`src/rtl/cmp_pkg.sv`:
```
// Shared comparator result codes and sequencer state encoding.
package cmp_pkg;

  // Active-low result codes: the cleared bit marks the relation that holds.
  localparam logic [2:0] CMP_EQ = 3'b101;
  localparam logic [2:0] CMP_GT = 3'b011;
  localparam logic [2:0] CMP_LT = 3'b110;

  typedef enum logic [1:0] {
    ST_IDLE = 2'd0,
    ST_CMP  = 2'd1,
    ST_DONE = 2'd2
  } state_t;

endpackage

```
`src/rtl/nib_cmp.sv`:
```
// Combinational unsigned magnitude comparator producing an active-low relation code.
module nib_cmp
  import cmp_pkg::*;
#(
  parameter int W = 4
) (
  input  logic [W-1:0] a,
  input  logic [W-1:0] b,
  output logic [2:0]   code
);

  always_comb begin
    code = CMP_EQ;
    if (a > b)      code = CMP_GT;
    else if (a < b) code = CMP_LT;
  end

endmodule

```
`src/rtl/sort4_ctrl.sv`:
```
// In-place bubble sort of N entries using one shared comparator, one compare-and-swap per clock.
module sort4_ctrl
  import cmp_pkg::*;
#(
  parameter  int N  = 4,
  parameter  int W  = 4,
  localparam int SW = $clog2(N*(N-1)/2+1)
) (
  input  logic           clk,
  input  logic           rst,
  input  logic           start,
  input  logic           order,
  input  logic [N*W-1:0] din,
  output logic           busy,
  output logic           done,
  output logic [N*W-1:0] dout,
  output logic [SW-1:0]  swaps
);

  localparam int IW = $clog2(N);

  state_t        state, state_nxt;
  logic [W-1:0]  ents [N];
  logic          ord_q;
  logic          pflag;
  logic [IW-1:0] i, lim, ip1;
  logic [W-1:0]  opa, opb;
  logic [2:0]    code;
  logic          swap_en;
  logic          pass_end;

  assign ip1 = i + IW'(1);
  assign opa = ents[i];
  assign opb = ents[ip1];

  nib_cmp #(.W(W)) u_cmp (
    .a    (opa),
    .b    (opb),
    .code (code)
  );

  for (genvar g = 0; g < N; g++) begin : g_pack
    assign dout[W*g +: W] = ents[g];
  end

  assign busy = (state == ST_CMP);
  assign done = (state == ST_DONE);

  always_ff @(posedge clk) begin
    if (rst) state <= ST_IDLE;
    else     state <= state_nxt;
  end

  always_comb begin
    state_nxt = state;
    swap_en   = 1'b0;
    pass_end  = 1'b0;
    case (state)
      ST_IDLE: if (start) state_nxt = ST_CMP;
      ST_CMP: begin
        swap_en  = ((code == CMP_GT) && !ord_q) || ((code == CMP_LT) && ord_q);
        pass_end = (i == lim);
        // Early exit once a whole pass, this compare included, left the data untouched.
        if (pass_end && ((lim == '0) || !(pflag || swap_en))) state_nxt = ST_DONE;
      end
      ST_DONE: state_nxt = ST_IDLE;
      default: state_nxt = ST_IDLE;
    endcase
  end

  always_ff @(posedge clk) begin
    if (rst) begin
      for (int k = 0; k < N; k++) ents[k] <= '0;
      ord_q <= 1'b0;
      swaps <= '0;
      pflag <= 1'b0;
      i     <= '0;
      lim   <= '0;
    end else begin
      case (state)
        ST_IDLE: if (start) begin
          for (int k = 0; k < N; k++) ents[k] <= din[W*k +: W];
          ord_q <= order;
          swaps <= '0;
          pflag <= 1'b0;
          i     <= '0;
          lim   <= IW'(N-2);
        end
        ST_CMP: begin
          if (swap_en) begin
            ents[i]   <= opb;
            ents[ip1] <= opa;
            swaps     <= swaps + SW'(1);
            pflag     <= 1'b1;
          end
          if (!pass_end) begin
            i <= ip1;
          end else if (state_nxt == ST_CMP) begin
            // Next pass: the largest remaining element is already in place.
            lim   <= lim - IW'(1);
            i     <= '0;
            pflag <= 1'b0;
          end
        end
        default: ;
      endcase
    end
  end

endmodule

```
`config.mk`:
```
export PLATFORM = sky130hd
export DESIGN_NAME = sort4_ctrl
export DESIGN_NICKNAME = d
export VERILOG_FILES = /design/src/rtl/cmp_pkg.sv /design/src/rtl/nib_cmp.sv /design/src/rtl/sort4_ctrl.sv
export SDC_FILE = /design/constraint.sdc
export NUM_CORES = 1
export LEC_CHECK = 0
export BUFFER_PORTS_ARGS = -buffer_cell sky130_fd_sc_hd__buf_2
export CAP_MARGIN = 10
export CORE_UTILIZATION = 36
export CTS_CLUSTER_DIAMETER = 50
export DETAILED_ROUTE_END_ITERATION = 12
export HOLD_SLACK_MARGIN = 0.15
export PLACE_DENSITY = 0.61
export SETUP_SLACK_MARGIN = 0.1
export SYNTH_ARGS = -nofsm -noshare
export SYNTH_HDL_FRONTEND = slang
export SYNTH_HIERARCHICAL = 1
export SYNTH_SLANG_ARGS = --single-unit
```
`constraint.sdc`:
```
create_clock -name clk -period 7 [get_ports clk]
set_clock_uncertainty 0.2 [all_clocks]
set_input_delay 0.7 -clock clk [delete_from_list [all_inputs] [get_ports clk]]
set_output_delay 0.7 -clock clk [all_outputs]
set_load 0.03 [all_outputs]
```
## Word-level counts from Yosys, hierarchy flattened

Memory sizes are Yosys's and may differ from the RTL's. A register that Yosys moved wholly into a read port is not among the register bits.
Index checks and enable logic that the tools add are counted.

- Input port bits: 20
- Register bits: 11
- RAM bits: 16
- Memories: 1
- Output and inout port bits: 21

- Order comparisons: 2
- Reduce and logical (&&, ||, !) cells: 18
- $add $sub $neg: 3
- Equality and inequality tests: 11
- Multiplexer cells: 45
- Bitwise gates (word level): 4

Memory list:

| name | words | bits a word | read ports | clocked after memory_dff | wr ports | RTL line | text |
|---|---|---|---|---|---|---|---|
| ents | 4 | 4 | 6 | 1 | 4 | sort4_ctrl.sv:23 | `logic [W-1:0] ents [N];` |

Operators by type and width:

| kind | number |
|---|---|
| 2-bit two-way mux | 13 |
| 4-bit two-way mux | 6 |
| 1-bit two-way mux | 18 |
| 2-bit case mux with 2 select lines | 3 |
| 3-bit two-way mux | 3 |
| 4-bit OR reduction | 2 |
| 2-bit by 1-bit != test with 1-bit output, second input constant | 3 |
| 3-bit case mux with 2 select lines | 1 |
| 3-bit AND reduction | 2 |
| 2-bit by 1-bit equality test with 1-bit output, second input constant | 2 |
| 4-bit > comparator | 1 |
| 2-bit zero test | 2 |
| 4-bit less-than comparator | 1 |
| 1-bit bitwise OR | 4 |
| 2-bit AND reduction | 2 |
| 4-bit AND reduction | 1 |
| 3-bit by 1-bit adder with 3-bit output, second input constant | 1 |
| 3-bit by 2-bit equality test with 1-bit output, second input constant | 1 |
| 3-bit equality test, second input constant | 1 |
| 1-bit logical AND | 3 |
| 1-bit logical OR | 3 |
| 3-bit by 2-bit != test with 1-bit output, second input constant | 1 |
| 2-bit by 1-bit adder with 2-bit output, second input constant | 1 |
| 2-bit equality test | 1 |
| other kinds (6) | 7 |

## Longest topological paths before layout

An unclocked memory read counts as a cell.

- Word-level depth: 20
- Gate-level depth with buffers: 15
- Depth with buffers taken out: 12

## Modules after synthesis

Netlist, hierarchy kept.

By module, submodules not included:

| module | times used | area each (sq um) | seq. area each (sq um) | cells an instance |
|---|---|---|---|---|
| sort4_ctrl | 1 | 1,870.5 | 740.7 | 180 |
| nib_cmp | 1 | 133.9 | 0.0 | 18 |

## Least setup slack after synthesis

OpenSTA, ideal clock, no wires.

- Kind: reg-to-reg
- Start point: register i[0]
- End point: memory ents[0][0], enable pin
- Period minus slack after synthesis: 3.618 ns
- Data required time: 6.487 ns
- Stages on the path, launching flop included: 14
- Slack: 3.382 ns
- Arrival: 3.105 ns
- Setup time: 0.313 ns
- Path through: dfxtp_1 -> buf_2 -> inv_1 -> ha_1 -> mux4_2 -> inv_1 -> ha_1 -> nand2_1 -> a21oi_2 -> nand2b_1 -> nand4b_2 -> nand2_1 -> nand3_1 -> nand3_1

RTL lines:

| item | RTL line | text |
|---|---|---|
| start, declared | sort4_ctrl.sv:26 | `logic [IW-1:0] i, lim, ip1;` |
| start signal, assigned | sort4_ctrl.sv:97 | `i <= ip1;` |
| end, declared | sort4_ctrl.sv:23 |  |

==> reports/results.txt <==
register area: 740.7 sq um
Via density: 5.590
status: complete, no violations
predominant post-synthesis flop cell: edfxtp_1
First-pass DRT Iterations: 4
routed len/inst: 16.59 um
Bufs and invs on worst path: 2
slowest CP cell: a211oi_2
Final setup viols: 0
number of fill cells: 511
Ys Warns: 6
syn avg cell area: 10.12 sq um
Die W: 76.62 um
Critical Path AT: 4.43 ns
Req. time, crit path: 6.90 ns
GRT Util Overall: 0.1800
Initial Util: 0.3827
critical path class: reg -> reg
Antenna Nets Post-Route: 0
fmax: 220.7 MHz
largest net degree at the start of global routing: 18
CTS tree: built
CORE AREA: 5238 sq um
Seq cells post-synth: 29
Mapped Area: 2004 sq um
Clk pin slew, worst setup/hold paths: 0.07 ns
vias in the first global route: 1619
fin crit period: 4.531 ns
total number of vias: 1716
fin area: 2316 sq um
final core occ: 0.4422
GPL Wtd Cong: 0.8666
post-synthesis mux area share: 0.09988
CP Capture Type: register
first-pass GRT wire length: 8.190 mm
Final Hold Fails: 0
CP cell instances: inv_1 > ha_1 > mux4_2 > inv_1 > ha_1 > nand4_1 > o21ai_1 > nand4bb_1 > a211oi_2 > a22oi_1 > o21ai_0
# clock sinks: 29
Distinct cells, synth: 51
CP peak stage delay: 0.80 ns
RSZ-0062 raised after global routing: no
synth top area cells: edfxtp_1, dfxtp_1, mux4_2, ha_1, nand2_1
diode count: 0
max-cap violations: 0
FP Rows: 26
top cells by count, synth: nand2_1, edfxtp_1, inv_1, a21oi_1, dfxtp_1
post-synthesis sequential area ratio: 0.3695
DIE AREA: 5870 sq um
nets: 266
Peak VDD IR: 0.1354 mV
crit path launch type: register
Worst-Margin Slew: 1.146 ns
Die Y: 76.62 um
Total Wirelength: 5.093 mm
async set-reset flop share out of synthesis: 0
Mapped Cells: 198
number of DRC markers in iteration 0: 109
Lkg Pwr: 0.9072 nW
Max-slew headroom: 0.2315
most frequent cell after synthesis: nand2_1
Hold WC Path Type: reg -> reg
Clock Latency Late Sink: 0.29 ns
kind of cell adding the most delay to the critical path: compound AO/OA/AOI/OAI gates
Post-synth EDFFs: 16
initial antenna violation count: 0
Final TNS setup: 0 ns
Multi-input gate area: 1141 sq um
max-slew violations: 0
period utilization: 0.6473
CTS HTree Levels: 2
simple-gate share of the synthesized area: 0.1598
clock buffer depth: 2
xor/xnor share of the synthesized area: 0.008739
layout cells sized above 1: 0.2911
top cell type by total area after synthesis: edfxtp_1
cell at the root of the clock tree: clkbuf_8
DR DRC count: 0
Pwr Density: 253.3 nW/um^2
hold_buf cts: 0
Synth Area in Compound Gates: 0.2385
worst-path maximum fanout: 11
post-synthesis adder-cell area fraction: 0.06242
post-DP HPWL: 3.916 mm
cts bufs inserted: 5
Gates resized, CTS repair: 0
post-CTS setup buffer count: 0
combinational family with the most area after synthesis: compound AO/OA/AOI/OAI gates
Post-DP Area: 2230 sq um
Area growth syn-to-layout: 15.54%
grt ovf: 0
Net Count, Synth: 228
port bufs: 40
num ports: 41
top-area cell type share of the netlist area: 0.2397
worst register-to-register path: stages, from the launching register on:
cell,delay [ns]
dfxtp_1,0.63
inv_1,0.13
ha_1,0.43
mux4_2,0.60
inv_1,0.09
ha_1,0.23
nand4_1,0.11
o21ai_1,0.13
nand4bb_1,0.59
a211oi_2,0.80
a22oi_1,0.13
o21ai_0,0.28
cells by family after synthesis:
group | count (synthesis)
fa+ha+maj | 10
compound gates | 64
simple gates | 58
flops | 29
xor+xnor | 2
mux | 10
buf+inv | 25
state kept, by name (all words and copies together), names as in the netlist, named ones only:
register,flops
ord_q,1
i,2
swaps,3
pflag,1
ents,16
state,2
lim,2
path summary, 6_finish.rpt:
| kind | cells past startpoint | endpoint | slack, ns | start |
|---|---|---|---|---|
| worst max register to register | 11 | ents[1][0] | 2.47 | i[0] |
| worst min-delay path | 2 | swaps[2] | 0.30 | swaps[2] |
| worst min register to register | 2 | swaps[2] | 0.30 | swaps[2] |
| worst max-delay path | 11 | ents[1][0] | 2.47 | i[0] |
per-layer routing:
metal  global-route usage  wire length (um)  up-vias
li1                     -                 -      832
met1               0.2670              2438      798
met2               0.2631              2208       80
met3              0.03114               392        6
met4              0.05577                53        0
met5                    0                 0        -
cell usage in the layout (no fill, tap or decap), drive strengths merged, types with 2 or more instances in the layout:
master / netlist / layout
a21oi: 15 / 15
edfxtp: 16 / 16
a31o: 3 / 3
a22oi: 8 / 8
ha: 10 / 10
nor3: 3 / 3
buf: 7 / 40
o21ai: 12 / 12
or3: 2 / 2
a2bb2oi: 8 / 8
dfxtp: 13 / 13
mux4: 8 / 8
nand3: 8 / 8
nand2b: 6 / 6
o31ai: 2 / 2
nand2: 21 / 21
o32ai: 2 / 2
clkbuf: 2 / 5
xor2: 2 / 2
nor2: 6 / 6
clkinv: 0 / 2
a211oi: 6 / 6
o21a: 2 / 2
inv: 16 / 16
mux2i: 2 / 2
where the power goes:
part / internal, W / total (W) / switching [W] / leakage (nW)
Combinational: 0.0000846 / 0.000227 / 0.000142 / 0.584
Sequential: 0.000202 / 0.000221 / 0.0000196 / 0.279
Clock: 0.0000685 / 0.000138 / 0.0000699 / 0.0439
cell type report:
cell class,count,area share
Multi-Input combinational cell,144,0.4927
Sequential cell,29,0.3198
Timing Repair Buffer,40,0.08644
Tap cell,70,0.03782
Clock buffer,5,0.02971
Inverter,16,0.02593
Clock inverter,3,0.007563
through the flow:
| step | cells | power, W | setup WS (ns) | hold slack (ns) |
|---|---|---|---|---|
| after floorplan | 198 | 0.0003989 | 3.382 | 0.2632 |
| after global placement | 299 | 0.0004480 | 2.569 | 0.2667 |
| after detailed placement | 299 | 0.0004504 | 2.519 | 0.2729 |
| after CTS | 307 | 0.0005870 | 2.496 | 0.2838 |
| after global routing | 307 | 0.0006183 | 2.175 | 0.3324 |
| final | 307 | 0.0005867 | 2.469 | 0.2959 |
Note: power is estimated with default switching activity, not from simulation.
